## src/rtl/conv1d_pkg.sv

```systemverilog
// Shared types and helpers for the 1-D convolution MAC sequencer.
package conv1d_pkg;

  typedef enum logic [2:0] {
    ST_IDLE    = 3'd0,
    ST_LOAD_F  = 3'd1,
    ST_LOAD_X  = 3'd2,
    ST_COMPUTE = 3'd3,
    ST_DRAIN   = 3'd4,
    ST_OUT     = 3'd5
  } conv1d_state_e;

  localparam int WIDTH_DEF   = 14;
  localparam int MAC_LAT_DEF = 2;

  // Accumulator width: one full product plus headroom for summing m of them.
  function automatic int acc_w(input int width, input int m);
    return 2 * width + $clog2(m);
  endfunction

  function automatic logic signed [63:0] sat_2w(input logic signed [63:0] v, input int w2);
    logic signed [63:0] hi;
    logic signed [63:0] lo;
    hi = (64'sd1 <<< (w2 - 1)) - 64'sd1;
    lo = -(64'sd1 <<< (w2 - 1));
    if (v > hi) return hi;
    else if (v < lo) return lo;
    else return v;
  endfunction

endpackage

```

## src/rtl/conv1d_sample_buf.sv

```systemverilog
// Small register file: one synchronous write port, one combinational read port.
module conv1d_sample_buf #(
  parameter int DEPTH = 8,
  parameter int WIDTH = 14,
  parameter int AW    = (DEPTH > 1) ? $clog2(DEPTH) : 1
) (
  input  logic             clk,
  input  logic             reset,
  input  logic             we_i,
  input  logic [AW-1:0]    waddr_i,
  input  logic [WIDTH-1:0] wdata_i,
  input  logic [AW-1:0]    raddr_i,
  output logic [WIDTH-1:0] rdata_o
);

  logic [WIDTH-1:0] mem_q [DEPTH];

  always_ff @(posedge clk) begin
    if (reset) begin
      for (int i = 0; i < DEPTH; i++) mem_q[i] <= '0;
    end else if (we_i) begin
      mem_q[waddr_i] <= wdata_i;
    end
  end

  assign rdata_o = mem_q[raddr_i];

endmodule

```

## src/rtl/conv1d_mac_seq.sv

```systemverilog
// Sequencer for one valid-mode 1-D convolution: loads taps and samples, drives
// the external pipelined MAC, accumulates products and streams saturated results.
module conv1d_mac_seq
  import conv1d_pkg::*;
#(
  parameter int WIDTH   = WIDTH_DEF,
  parameter int M       = 3,
  parameter int N       = 8,
  parameter int MAC_LAT = MAC_LAT_DEF
) (
  input  logic                      clk,
  input  logic                      reset,
  input  logic                      start,
  input  logic                      s_valid,
  output logic                      s_ready,
  input  logic [WIDTH-1:0]          s_data,
  output logic                      m_valid,
  input  logic                      m_ready,
  output logic signed [2*WIDTH-1:0] m_data,
  output logic                      done,
  output logic [WIDTH-1:0]          mac_a,
  output logic [WIDTH-1:0]          mac_b,
  output logic                      mac_enable_mult,
  output logic                      mac_en_pipeline_reg,
  output logic                      mac_clear_pipeline_mult,
  output logic                      mac_clear_reg,
  input  logic signed [2*WIDTH-1:0] mac_product,
  output conv1d_state_e             dbg_state
);

  localparam int ACC_W = acc_w(WIDTH, M);
  localparam int IW    = $clog2(N + 1);
  localparam int FAW   = (M > 1) ? $clog2(M) : 1;
  localparam int XAW   = (N > 1) ? $clog2(N) : 1;
  localparam int DW    = (MAC_LAT > 1) ? $clog2(MAC_LAT) : 1;

  conv1d_state_e            state_q, state_d;
  logic [IW-1:0]            cnt_q, cnt_d;
  logic [IW-1:0]            j_q, j_d;
  logic [IW-1:0]            k_q, k_d;
  logic [DW-1:0]            dcnt_q, dcnt_d;
  logic [MAC_LAT-1:0]       iv_q, iv_d;
  logic signed [ACC_W-1:0]  acc_q, acc_d;
  logic                     done_q, done_d;

  logic                     f_we, x_we, issue, acc_clr, mac_en;
  logic [WIDTH-1:0]         f_rdata, x_rdata;

  conv1d_sample_buf #(.DEPTH(M), .WIDTH(WIDTH), .AW(FAW)) u_fbuf (
    .clk     (clk),
    .reset   (reset),
    .we_i    (f_we),
    .waddr_i (FAW'(cnt_q)),
    .wdata_i (s_data),
    .raddr_i (FAW'(k_q)),
    .rdata_o (f_rdata)
  );

  conv1d_sample_buf #(.DEPTH(N), .WIDTH(WIDTH), .AW(XAW)) u_xbuf (
    .clk     (clk),
    .reset   (reset),
    .we_i    (x_we),
    .waddr_i (XAW'(cnt_q)),
    .wdata_i (s_data),
    .raddr_i (XAW'(j_q + k_q)),
    .rdata_o (x_rdata)
  );

  always_ff @(posedge clk) begin
    if (reset) begin
      state_q <= ST_IDLE;
      cnt_q   <= '0;
      j_q     <= '0;
      k_q     <= '0;
      dcnt_q  <= '0;
      iv_q    <= '0;
      acc_q   <= '0;
      done_q  <= 1'b0;
    end else begin
      state_q <= state_d;
      cnt_q   <= cnt_d;
      j_q     <= j_d;
      k_q     <= k_d;
      dcnt_q  <= dcnt_d;
      iv_q    <= iv_d;
      acc_q   <= acc_d;
      done_q  <= done_d;
    end
  end

  // Both streams use plain valid/ready: a beat transfers on a cycle where
  // valid && ready; a raised m_valid keeps m_data stable until accepted.
  always_comb begin
    state_d = state_q;
    cnt_d   = cnt_q;
    j_d     = j_q;
    k_d     = k_q;
    dcnt_d  = dcnt_q;
    done_d  = 1'b0;
    f_we    = 1'b0;
    x_we    = 1'b0;
    issue   = 1'b0;
    acc_clr = 1'b0;
    s_ready = 1'b0;
    m_valid = 1'b0;
    mac_en  = 1'b0;

    unique case (state_q)
      ST_IDLE: begin
        if (start) begin
          state_d = ST_LOAD_F;
          cnt_d   = '0;
        end
      end
      ST_LOAD_F: begin
        s_ready = 1'b1;
        if (s_valid) begin
          f_we = 1'b1;
          if (cnt_q == IW'(M - 1)) begin
            state_d = ST_LOAD_X;
            cnt_d   = '0;
          end else begin
            cnt_d = cnt_q + 1'b1;
          end
        end
      end
      ST_LOAD_X: begin
        s_ready = 1'b1;
        if (s_valid) begin
          x_we = 1'b1;
          if (cnt_q == IW'(N - 1)) begin
            state_d = ST_COMPUTE;
            cnt_d   = '0;
            j_d     = '0;
            k_d     = '0;
            acc_clr = 1'b1;
          end else begin
            cnt_d = cnt_q + 1'b1;
          end
        end
      end
      ST_COMPUTE: begin
        mac_en = 1'b1;
        issue  = 1'b1;
        if (k_q == IW'(M - 1)) begin
          state_d = ST_DRAIN;
          dcnt_d  = '0;
        end else begin
          k_d = k_q + 1'b1;
        end
      end
      ST_DRAIN: begin
        mac_en = 1'b1;
        if (dcnt_q == DW'(MAC_LAT - 1)) state_d = ST_OUT;
        else dcnt_d = dcnt_q + 1'b1;
      end
      ST_OUT: begin
        m_valid = 1'b1;
        if (m_ready) begin
          if (j_q == IW'(N - M)) begin
            state_d = ST_IDLE;
            done_d  = 1'b1;
          end else begin
            state_d = ST_COMPUTE;
            j_d     = j_q + 1'b1;
            k_d     = '0;
            acc_clr = 1'b1;
          end
        end
      end
      default: state_d = ST_IDLE;
    endcase

    // The delayed issue flag lines up with the MAC's product for that issue.
    iv_d = MAC_LAT'({iv_q, issue});
    if (acc_clr) acc_d = '0;
    else if (iv_q[MAC_LAT-1]) acc_d = acc_q + ACC_W'(mac_product);
    else acc_d = acc_q;
  end

  assign mac_a                   = (state_q == ST_COMPUTE) ? x_rdata : '0;
  assign mac_b                   = (state_q == ST_COMPUTE) ? f_rdata : '0;
  assign mac_enable_mult         = mac_en;
  assign mac_en_pipeline_reg     = mac_en;
  assign mac_clear_pipeline_mult = reset || (state_q == ST_IDLE);
  assign mac_clear_reg           = reset || (state_q == ST_IDLE);
  assign m_data = (state_q == ST_OUT) ? (2*WIDTH)'(sat_2w(64'(acc_q), 2 * WIDTH)) : '0;
  assign done                    = done_q;
  assign dbg_state               = state_q;

endmodule

```

## config.mk

```make
export PLATFORM = sky130hd
export DESIGN_NAME = conv1d_mac_seq
export DESIGN_NICKNAME = d
export VERILOG_FILES = /design/src/rtl/conv1d_pkg.sv /design/src/rtl/conv1d_sample_buf.sv /design/src/rtl/conv1d_mac_seq.sv
export SDC_FILE = /design/constraint.sdc
export NUM_CORES = 1
export LEC_CHECK = 0
export ABC_AREA = 0
export CAP_MARGIN = 20
export CORE_UTILIZATION = 58
export DETAILED_ROUTE_END_ITERATION = 8
export PLACE_DENSITY = 0.81
export SETUP_SLACK_MARGIN = 0.5
export SYNTH_ARGS = -nofsm -noshare
export SYNTH_HDL_FRONTEND = slang
export SYNTH_SLANG_ARGS = --single-unit
```

## constraint.sdc

```tcl
create_clock -name clk -period 3.2 [get_ports clk]
set_input_delay 0.48 -clock clk [delete_from_list [all_inputs] [get_ports clk]]
set_output_delay 0.48 -clock clk [all_outputs]
set_load 0.02 [all_outputs]
```

==> flow_summary.toml, run 1 <==
[outcome]
status = "completed"

[drt]
drt-wirelength-per-cell_um = 20.08
drt_iter0_drc = 570
wl_um = 28190
viasPerCell = 5.968
postRouteAntennaNets = 0
via_count = 8379
dr.pass1.iters = 5
route.detailed.drc = 0

[synthesis]
synthAdderAreaFrac_pct = 4.400
synthSimpleGateAreaFrac_pct = 19.00
ys_async_sr_fraction_pct = 0
synth_mux_area_share_pct = 10.84
synth-edff-count = 168
syn_area_um2 = 11720
synth_compound_area_share_pct = 9.184
yosys_register_bits = 219
ys_types = 73
synth_top_family_by_area = "simple AND/OR/NAND/NOR gates"
synth_xor_area_share_pct = 1.645
syn_avg_cell_area_um2 = 11.65
syn_inst = 1006
synth_seq_area_share_pct = 51.77
synth_flop_cell = "edfxtp_1"
synth_fp_nets = 1093
yosys_warnings = 0

[timing]
rsz0062_at_grt = "yes"
drv_slew = 0
setup_viol = 0
fin_crit_ps = 3185
tightest_slew_ps = 867.7
hold_viol = 0
post-route-period-util_pct = 99.53
max_slew_margin_pct = 42.09
fmax_mhz = 314.0
holdWs_ps = 450.8
fin_skew_ps = 31.80

[power_and_ir_drop]
p_leak_nw = 5.645
ir_drop_mv = 0.6175
p_per_area_nw_per_um2 = 537.3
total_power_mw = 7.527

[global_route]
track_usage_pct = 27.72
grt_remaining_overflow = 0
antenna_found_initial = 0
first_global_vias = 8083
grt_pass1_wl_um = 43720
grt_max_degree = 33

[setup_path]
cpMaxStageDelayCell = "fa_2"
path_cells = "ha_4 -> fa_2 -> buf_4 -> buf_12 -> mux4_2 -> mux2i_2 -> nor2_1 -> buf_4"
critPathLaunchType = "flip-flop"
slowest_delay_ps = 600
path_buf_inv = 3
arrival_ps = 2710
critPathTopFamily = "adder cells"
crit_path_frequent_cell = "buf_4"
worst_setup_path_end_kind = "output port"
crit_type = "flip-flop to output port"
crit_fanout = 7
ff2ff_setup_slack_ps = 620
cp.required_ps = 2720

[clocking]
clockBufferDepth = 3
cts_tree = "yes"
root_buffer = "clkbuf_16"
path_clk_slew_ps = 60
cts_made_buffers = 24
cts_max_level = 1
clock_latency_ps = 540
holdBufCountCts = 0
cts_num_sinks = 219

[min_path]
hp-class = "flip-flop to flip-flop"

[floorplanning]
die_area_um2 = 20770
start_util_pct = 59.61
rows = 51
top_level_ports = 113
design.core.area_um2 = 19650
die_h_um = 144.1
die_w_um = 144.1

[cells_and_area]
diodes = 0
syn_to_final_growth_pct = 19.56
nets = 1209
layout-drive-gt1-share_pct = 18.79
post-route-util_pct = 71.28
n_fill_cell = 1412

[placed_design]
dp_hpwl_um = 17910
io_buffers = 112
place.gp.congestion = 0.9163

[job]
drv_cap = 0
## worst reg2reg max path, stage by stage, from the launching register on
cell     delay (ps)
dfxtp_2         330
ha_4            160
inv_2            50
fa_2            220
nor2b_4          50
o31a_1          270
o31a_1          300
buf_4           150
or4_4           450
a31oi_1         200
xnor2_1          90
mux2i_1         130
nor2_1           50
## state kept, by name, summed over array words and instances (netlist names), named ones only
register,count
iv_q,2
k_q,4
cnt_q,4
dbg_state,3
u_xbuf.mem_q,112
acc_q,30
j_q,4
dcnt_q,1
done,1
u_fbuf.mem_q,56
## report_power, final
part           total [mW]  internal, mW  leakage [nW]  switching, mW
registers            3.31          3.21          2.13         0.0955
logic                1.69         0.809          3.16          0.883
clock network        2.52          1.39         0.348           1.13
## area by class of cell
class / count / area [um2] / area share, %
sequential: 219 / 6078 / 43.39
clock inverter: 14 / 96.34 / 0.6877
clock buffer: 29 / 619.3 / 4.421
multi-input combinational: 702 / 5369 / 38.33
inverter: 16 / 60.06 / 0.4287
timing repair buffer: 159 / 1454 / 10.38
tap: 265 / 331.6 / 2.367
## metal layers
layer	vias to the layer above	global-route usage (%)	wire length, um	share of wire, %
met2	337	45.39	13490	48
met5	-	0	0	0
met3	57	4.470	2094	7.4
met1	4060	38.67	12010	43
met4	0	7.147	598	2.1
li1	3925	-	-	-
## final timing paths
| path | from | end | depth (start not counted) |
|---|---|---|---|
| setup / recovery | j_q[0] | mac_a[4] | 8 |
| setup reg to reg | acc_q[0] | acc_q[18] | 12 |
| hold reg to reg | iv_q[0] | iv_q[1] | 1 |
| hold / removal | iv_q[0] | iv_q[1] | 1 |
## timing repair
item | CTS | global route
gates cloned | 3 | 1
pin swaps | 9 | 11
setup buffers | 6 | 2
gates resized for setup | 137 | 64
endpoints found under the setup margin | 78 | 55
## synth_stat cells, types with 3 or more instances
cell type	number	area share, %
nand4_1	5	0.27
a211oi_1	8	0.51
nand3_1	18	0.77
buf_4	3	0.19
nand2b_1	6	0.32
nor2_1	83	2.7
mux4_2	43	8.3
o211ai_1	3	0.19
buf_2	9	0.38
nor3_1	24	1.0
o21ai_0	21	0.90
edfxtp_1	168	43
a21oi_1	43	1.8
xnor2_1	13	0.97
ha_1	38	4.1
nor2b_1	19	1.0
nand3b_1	5	0.32
inv_1	16	0.51
a31oi_1	4	0.21
a21o_1	18	1.2
and3_1	51	2.7
dfxtp_1	51	8.7
and2_1	116	6.2
o21a_1	31	2.0
nand2_1	49	1.6
or3_1	5	0.27
xor2_1	9	0.67
or2_2	11	0.59
mux2i_1	29	2.5
clkbuf_1	53	1.7
## cells in the final DEF (no fill, tap or decap), types with 19 or more instances in the layout
cell	instances
nor3_1	24
o21ai_0	20
buf_4	47
a21oi_1	43
nand2_1	49
ha_1	36
dfxtp_1	45
nor2_1	81
clkbuf_2	26
edfxtp_1	168
and2_1	116
clkbuf_16	24
clkdlybuf4s50_1	54
mux4_2	43
nor2b_1	19
and3_1	51
o21a_1	31
mux2i_1	26
## through the flow
stage                     TNS, ps  std cells  worst slack, ps  area (um2)
after floorplan                 0       1006            559.5       11730
after global placement     -104.4       1349           -63.51       13190
after detailed placement   -287.5       1349           -111.9       13190
after CTS                  -104.1       1401           -50.69       14050
after global routing       -220.5       1404           -46.66       14010
final                           0       1404            14.95       14010
## logic make-up (layout without fill, tap and decap cells)
| group | count (synthesis) | count (layout) |
|---|---|---|
| XOR/XNOR | 22 | 22 |
| buffers and inverters | 85 | 218 |
| AO/OA/AOI/OAI | 159 | 159 |
| adder cells (fa/ha/maj) | 40 | 40 |
| multiplexers | 73 | 73 |
| AND/OR/NAND/NOR | 408 | 408 |
| flip-flops | 219 | 219 |
No activity file was read; power rests on OpenSTA's default activity.
==> run 2, diff against run 1 <==
- CTS_CLUSTER_DIAMETER: unset -> 40
==> flow_summary.toml, run 2 (synthesis results as in run 1) <==
[outcome]
status = "finished, violations left"
failed_checks = "setup timing"

[setup_path]
cp.required_ps = 2720
path_buf_inv = 3
slowest_delay_ps = 610
critPathTopFamily = "adder cells"
critPathLaunchType = "flip-flop"
cpMaxStageDelayCell = "fa_2"
crit_type = "flip-flop to output port"
arrival_ps = 2730
worst_setup_path_end_kind = "output port"
path_cells = "ha_4 -> fa_2 -> buf_6 -> buf_16 -> mux4_2 -> mux2i_2 -> nor2_1 -> buf_4"
crit_fanout = 7
ff2ff_setup_slack_ps = 590

[clocking]
root_buffer = "clkbuf_16"
cts_num_sinks = 219
clockBufferDepth = 3
clock_latency_ps = 560
holdBufCountCts = 0
cts_made_buffers = 30
cts_max_level = 1
cts_tree = "yes"
path_clk_slew_ps = 60

[min_path]
hp-class = "primary input to flip-flop"

[power_and_ir_drop]
ir_drop_mv = 0.5535
total_power_mw = 8.167
p_per_area_nw_per_um2 = 574.2
p_leak_nw = 5.750

[cells_and_area]
layout_commonest_cell = "edfxtp_1"
final_cell_mix = "edfxtp_1 (168), and2_1 (116), nor2_1 (81), clkdlybuf4s50_1 (54), and3_1 (51)"
nets = 1212
layout-drive-gt1-share_pct = 20.12
syn_to_final_growth_pct = 21.39
largest_registers = "u_xbuf.mem_q: 112 flops, u_fbuf.mem_q: 56 flops, acc_q: 30 flops"
diodes = 0
top_register = "u_xbuf.mem_q"
largest_reg_flops = 112

[global_route]
grt_pass1_wl_um = 44230
first_global_vias = 8188
antenna_found_initial = 0
track_usage_pct = 28.09
grt_remaining_overflow = 0
grt_max_degree = 33

[timing]
setup_viol = 2
post-route-period-util_pct = 100.4
rsz0062_at_grt = "yes"
max_slew_margin_pct = 43.49
fmax_mhz = 311.3
tightest_slew_ps = 846.7
fin_skew_ps = 17.41
finalWorstSetupSlack_ps = -12.04
drv_slew = 0
fin_crit_ps = 3212
hold_viol = 0
tns_ps = -21.46

[placed_design]
io_buffers = 112
place.gp.congestion = 0.9163
dp_hpwl_um = 17910

[drt]
route.detailed.drc = 0
postRouteAntennaNets = 0
dr.pass1.iters = 5
wl_met2_um = 13700
wl_met3_um = 2065
via_count = 8479
highest_layer = "met4"
viasPerCell = 6.001
wl_um = 28310
drt-met1-wl_um = 11930
drt-wirelength-per-cell_um = 20.03
drt_iter0_drc = 647

[floorplanning]
die_h_um = 144.1
rows = 51
top_level_ports = 113
start_util_pct = 59.61
die_w_um = 144.1
design.core.area_um2 = 19650
die_area_um2 = 20770

[job]
drv_cap = 0
run 2: cell count changes in the layout (fill, tap and decap cells not counted), sizes merged:
cell and delta:
inv +5, clkinv -2, clkdlybuf4s15 -1, dlymetal6s2s +1, buf -3, clkbuf +8
bufinv +1, dlygate4sd2 -1, clkinvlp +1
run 2: metrics by stage:
stage	hold slack [ps]	util (%)	area, um2	cells	setup WS, ps
after floorplan	413.8	-	11730	1006	559.5
after global placement	417.9	67.11	13190	1349	-63.51
after detailed placement	435.2	67.11	13190	1349	-111.9
after CTS	454.1	72.56	14260	1411	-42.82
after global routing	385.5	72.36	14220	1413	-84.99
final	379.3	72.36	14220	1413	-12.04
run 2: final cells by class:
type                            count  area (um2)
Inverter                           16       60.06
Sequential cell                   219        6078
Clock inverter                     19       188.9
Multi-Input combinational cell    702        5378
Clock buffer                       36       773.2
Tap cell                          265       331.6
Fill cell                        1400        5431
Timing Repair Buffer              156        1413
run 2: worst reg2reg max path, cell delays in order, from the launching register on:
cell and delay [ps]:
dfxtp_2 330, ha_4 160, inv_2 50, fa_2 220
nor2b_4 50, o31a_1 270, o31a_1 310, buf_4 160
or4_4 450, a31oi_4 200, o21ai_2 90, mux2i_1 140
nand2_1 60
run 2: path summary, 6_finish.rpt:
check	start	endpoint	depth (start not counted)
min	mac_product[0]	acc_q[0]	4
max reg2reg	acc_q[0]	acc_q[26]	12
min reg2reg	iv_q[0]	iv_q[1]	1
max	k_q[0]	mac_a[5]	8
run 2: routing by layer:
metal | vias up | GRT usage (%)
met5 | - | 0
met2 | 327 | 46.30
met1 | 4169 | 38.19
li1 | 3937 | -
met4 | 0 | 8.920
met3 | 46 | 4.536
run 2: what timing repair did:
action                     CTS  global route
setup endpoints to repair   63            60
pin swaps                    7            10
buffers inserted             4             1
resized for setup          137            64
gates cloned                 3             1
run 2: where the power goes:
part / switching (mW) / internal (mW) / total [mW]
Clock: 1.31 / 1.85 / 3.16
Sequential: 0.0947 / 3.21 / 3.31
Combinational: 0.892 / 0.807 / 1.70
==> run 3, diff against run 2 <==
- SLEW_MARGIN: unset -> 40
==> flow_summary.toml, run 3 (synthesis results as in run 1) <==
[timing]
tns_ps = -21.54
rsz0062_at_grt = "yes"
max_slew_margin_pct = 52.90
post-route-period-util_pct = 100.4
setup_viol = 2
fin_crit_ps = 3212
fmax_mhz = 311.3
drv_slew = 0
hold_viol = 0
tightest_slew_ps = 706.5
finalWorstSetupSlack_ps = -12.16
holdWs_ps = 367.5
fin_skew_ps = 13.63

[drt]
drt-wirelength-per-cell_um = 20.06
route.detailed.drc = 0
wl_um = 28370
viasPerCell = 5.982
via_count = 8458
postRouteAntennaNets = 0
dr.pass1.iters = 7
drt_iter0_drc = 638

[global_route]
track_usage_pct = 28.09
grt_max_degree = 33
grt_remaining_overflow = 0
first_global_vias = 8188
grt_pass1_wl_um = 44230
antenna_found_initial = 0

[setup_path]
critPathTopFamily = "adder cells"
critPathLaunchType = "flip-flop"
crit_type = "flip-flop to output port"
arrival_ps = 2730
crit_fanout = 7
cpMaxStageDelayCell = "fa_2"
path_buf_inv = 3
cp.required_ps = 2720
slowest_delay_ps = 610
path_cells = "ha_4 -> fa_2 -> buf_6 -> buf_16 -> mux4_2 -> mux2i_1 -> nor2_1 -> buf_4"
worst_setup_path_end_kind = "output port"

[min_path]
hp-class = "primary input to flip-flop"

[placed_design]
dp_hpwl_um = 17910
place_inst = 1349
placed_area_um2 = 13190
place.gp.congestion = 0.9163
io_buffers = 112

[clocking]
cts_tree = "yes"
clock_latency_ps = 560
cts_num_sinks = 219
holdBufCountCts = 0
path_clk_slew_ps = 60
root_buffer = "clkbuf_16"
clockBufferDepth = 3
cts_made_buffers = 30
cts_max_level = 1

[power_and_ir_drop]
p_per_area_nw_per_um2 = 573.5
ir_drop_mv = 0.5505
total_power_mw = 8.172
p_leak_nw = 5.771

[cells_and_area]
largest_registers = "u_xbuf.mem_q: 112 flops, u_fbuf.mem_q: 56 flops, acc_q: 30 flops"
instances_no_fill = 1414
diodes = 0
final_cell_area_um2 = 14250
final_cell_mix = "edfxtp_1 (168), and2_1 (116), nor2_1 (81), clkdlybuf4s50_1 (54), and3_1 (51)"
top_register = "u_xbuf.mem_q"
nets = 1213
largest_reg_flops = 112
layout-drive-gt1-share_pct = 20.37
syn_to_final_growth_pct = 21.63
layout_commonest_cell = "edfxtp_1"

[floorplanning]
top_level_ports = 113
die_h_um = 144.1
start_util_pct = 59.61
design.core.area_um2 = 19650
die_w_um = 144.1
die_area_um2 = 20770
rows = 51

[outcome]
failed_checks = "setup timing"
status = "finished, violations left"

[job]
drv_cap = 0
[run 3: worst register-to-register path: cells and delay by family, from the launching register on]
| family | cells | cell delay [ps] |
|---|---|---|
| buffers and inverters | 2 | 210 |
| multiplexers | 1 | 140 |
| AO/OA/AOI/OAI | 4 | 880 |
| flip-flops | 1 | 350 |
| adder cells (fa/ha/maj) | 2 | 380 |
| AND/OR/NAND/NOR | 3 | 560 |
[run 3: final cells by class]
cell class	instances	area, um2
multi-input combinational	702	5395
sequential	219	6081
clock buffer	36	773.2
timing repair buffer	157	1420
inverter	16	60.06
fill	1394	5404
clock inverter	19	188.9
tap	265	331.6
[run 3: path summary, 6_finish.rpt]
path	start	to	slack, ps	depth (start not counted)
worst max-delay path	k_q[0]	mac_a[3]	-10	8
worst min-delay path	mac_product[0]	acc_q[0]	370	4
worst max register to register	acc_q[0]	acc_q[26]	550	12
worst min register to register	iv_q[0]	iv_q[1]	450	1
[run 3: timing repair]
item | 4_1_cts | 5_1_grt
buffers inserted | 4 | 2
pin swaps | 7 | 14
gates cloned | 3 | 1
gates resized for setup | 137 | 70
setup endpoints to repair | 63 | 60
[run 3: where the power goes]
part	total, mW	switching (mW)	internal, mW	leakage, nW
Sequential	3.31	0.0936	3.21	2.13
Clock	3.16	1.32	1.85	0.469
Combinational	1.70	0.896	0.808	3.17
[run 3: per-stage QoR]
stage | setup slack, ps | util [%]
finish | -12.16 | 72.50
global route | -84.99 | 72.50
CTS | -42.82 | 72.56
detailed placement | -111.9 | 67.11
global placement | -63.51 | 67.11
floorplan | 559.5 | -
[run 3: routing by layer]
layer  GRT usage [%]  wire length, um  vias up
met5               0                0        -
met4           8.920              666        0
met3           4.536             2136       55
met2           46.30            13730      336
met1           38.19            11830     4127
li1                -                -     3940
==> RTL change (flow settings as in run 2) <==
Put one more register stage on the output `dbg_state`. The value now appears one clock later. The other outputs are not delayed to match.
--- a/src/rtl/conv1d_mac_seq.sv
+++ b/src/rtl/conv1d_mac_seq.sv
@@ -186,7 +186,9 @@
   assign mac_clear_reg           = reset || (state_q == ST_IDLE);
   assign m_data = (state_q == ST_OUT) ? (2*WIDTH)'(sat_2w(64'(acc_q), 2 * WIDTH)) : '0;
   assign done                    = done_q;
-  assign dbg_state               = state_q;
+  always_ff @(posedge clk) begin
+    dbg_state <= state_q;
+  end
 
 endmodule
 
Behaviour: not the same (a bounded check fails within 4 cycles, from zero or initial values and one cycle with reset high).
==> RTL change against run 2 <==
The flow still finishes with violations (negative setup slack); final area increased by 1.4%; sequential cell count increased by 3; synthesized area increased by 0.72%; synthesized cell count increased by 0.30%; hold slack got worse by 0.023 ns; worst setup slack got worse by 0.0012 ns; via count increased by 0.32%; cell count increased by 0.57%; wire length increased by 3.6%; power increased by 6.5%; sequential share of layout area decreased by 0.19 points.
==> RTL change: results (changes against run 2) <==
[outcome]
status=finished with violations  ; unchanged
failed_checks=negative setup slack  ; unchanged

[finish]
drive_gt1_share_pct=20.1  ; about the same
fin_cells=1421  ; was 1,413

[grt]
track_usage_pct=28.8  ; was 28.1%
use_met2_pct=50.0  ; was 46.3%
gr-usage-met1_pct=37.3  ; was 38.2%
grt_pass1_wl_mm=45.3  ; was 44.2 mm
gr-usage-met3_pct=3.74  ; was 4.54%
grt_max_degree=29  ; was 33

[logic_synthesis]
synth_seq_area_share_pct=51.9  ; was 51.8%
ys_top_cells_by_count=168 x edfxtp_1, 115 x and2_1, 80 x nor2_1  ; was 168 x edfxtp_1, 116 x and2_1, 83 x nor2_1
ys_types=74  ; was 73

[routing]
drt-initial-drc-count=615  ; was 647
finalWirelength_mm=29.3  ; was 28.3 mm

[power]
leakage_nw=5.87  ; was 5.75 nW
p_clk_share_pct=40.2  ; was 38.7%
peakVddDrop_mv=0.631  ; was 0.553 mV
p_switching_mw=2.32  ; was 2.30 mW
p_total_mw=8.70  ; was 8.17 mW

[cts]
postCtsResizedCells=129  ; was 137
post_cts_buffers=7  ; was 4

[sta]
worst_slack_ns=-0.0132  ; was -0.0120 ns
finClkSkew_ns=0.0122  ; was 0.0174 ns
hold_ws_ns=0.356  ; was 0.379 ns
tightest_slew_ns=0.712  ; was 0.847 ns
finalSetupViolations=2  ; unchanged

[placed_design]
hpwl_mm=18.1  ; was 17.9 mm

[critical_path]
rr_worst_depth=11  ; was 12
rrSetupSlack_ns=0.63  ; was 0.59 ns

RTL change: kinds of logic after synthesis:
group / share of synthesized area [%]
AO/OA/AOI/OAI: 9.24
XOR/XNOR: 1.63
adder cells (fa/ha/maj): 4.37
buffers and inverters: 3.40
flip-flops: 51.9
multiplexers: 10.7
AND/OR/NAND/NOR: 18.8
RTL change: layout make-up:
| cell class | instances | area, um2 | area share [%] |
|---|---|---|---|
| clock buffers | 35 | 791 | 5.48 |
| clock inverters | 21 | 274 | 1.90 |
| inverters | 15 | 56.3 | 0.391 |
| multi-input cells | 702 | 5350 | 37.1 |
| flip-flops and latches | 222 | 6130 | 42.5 |
| well taps | 265 | 332 | 2.30 |
| repair buffers | 161 | 1480 | 10.3 |
RTL change: how the worst max path moves through the flow:
stage	depth (start not counted)	endpoint	slack (ns)
6_report	9	mac_a[13]	-0.01
5_1_grt	9	mac_a[13]	-0.08
3_3_place_gp	12	acc_q[26]$_SDFFE_PP0P_	0.02
2_1_floorplan	7	mac_a[10]	0.56
3_5_place_dp	12	acc_q[26]$_SDFFE_PP0P_	-0.009
4_1_cts	9	mac_a[13]	-0.03
RTL change: worst register-to-register path, delay by kind of cell, from the launching register on:
| kind | cells | cell delay (ns) |
|---|---|---|
| AOI/OAI and AO/OA | 4 | 0.97 |
| and+or+nand+nor | 3 | 0.58 |
| adders and majority gates | 2 | 0.40 |
| DFF | 1 | 0.32 |
| muxes | 1 | 0.14 |
| buffers and inverters | 1 | 0.06 |
RTL change: metal layers:
| metal | up-vias | wire (um) | part of all wire [%] |
|---|---|---|---|
| met5 | - | 0 | 0 |
| met3 | 52 | 2130 | 7.3 |
| met2 | 356 | 14600 | 50 |
| met4 | 0 | 660 | 2.3 |
| met1 | 4138 | 12000 | 41 |
| li1 | 3960 | - | - |
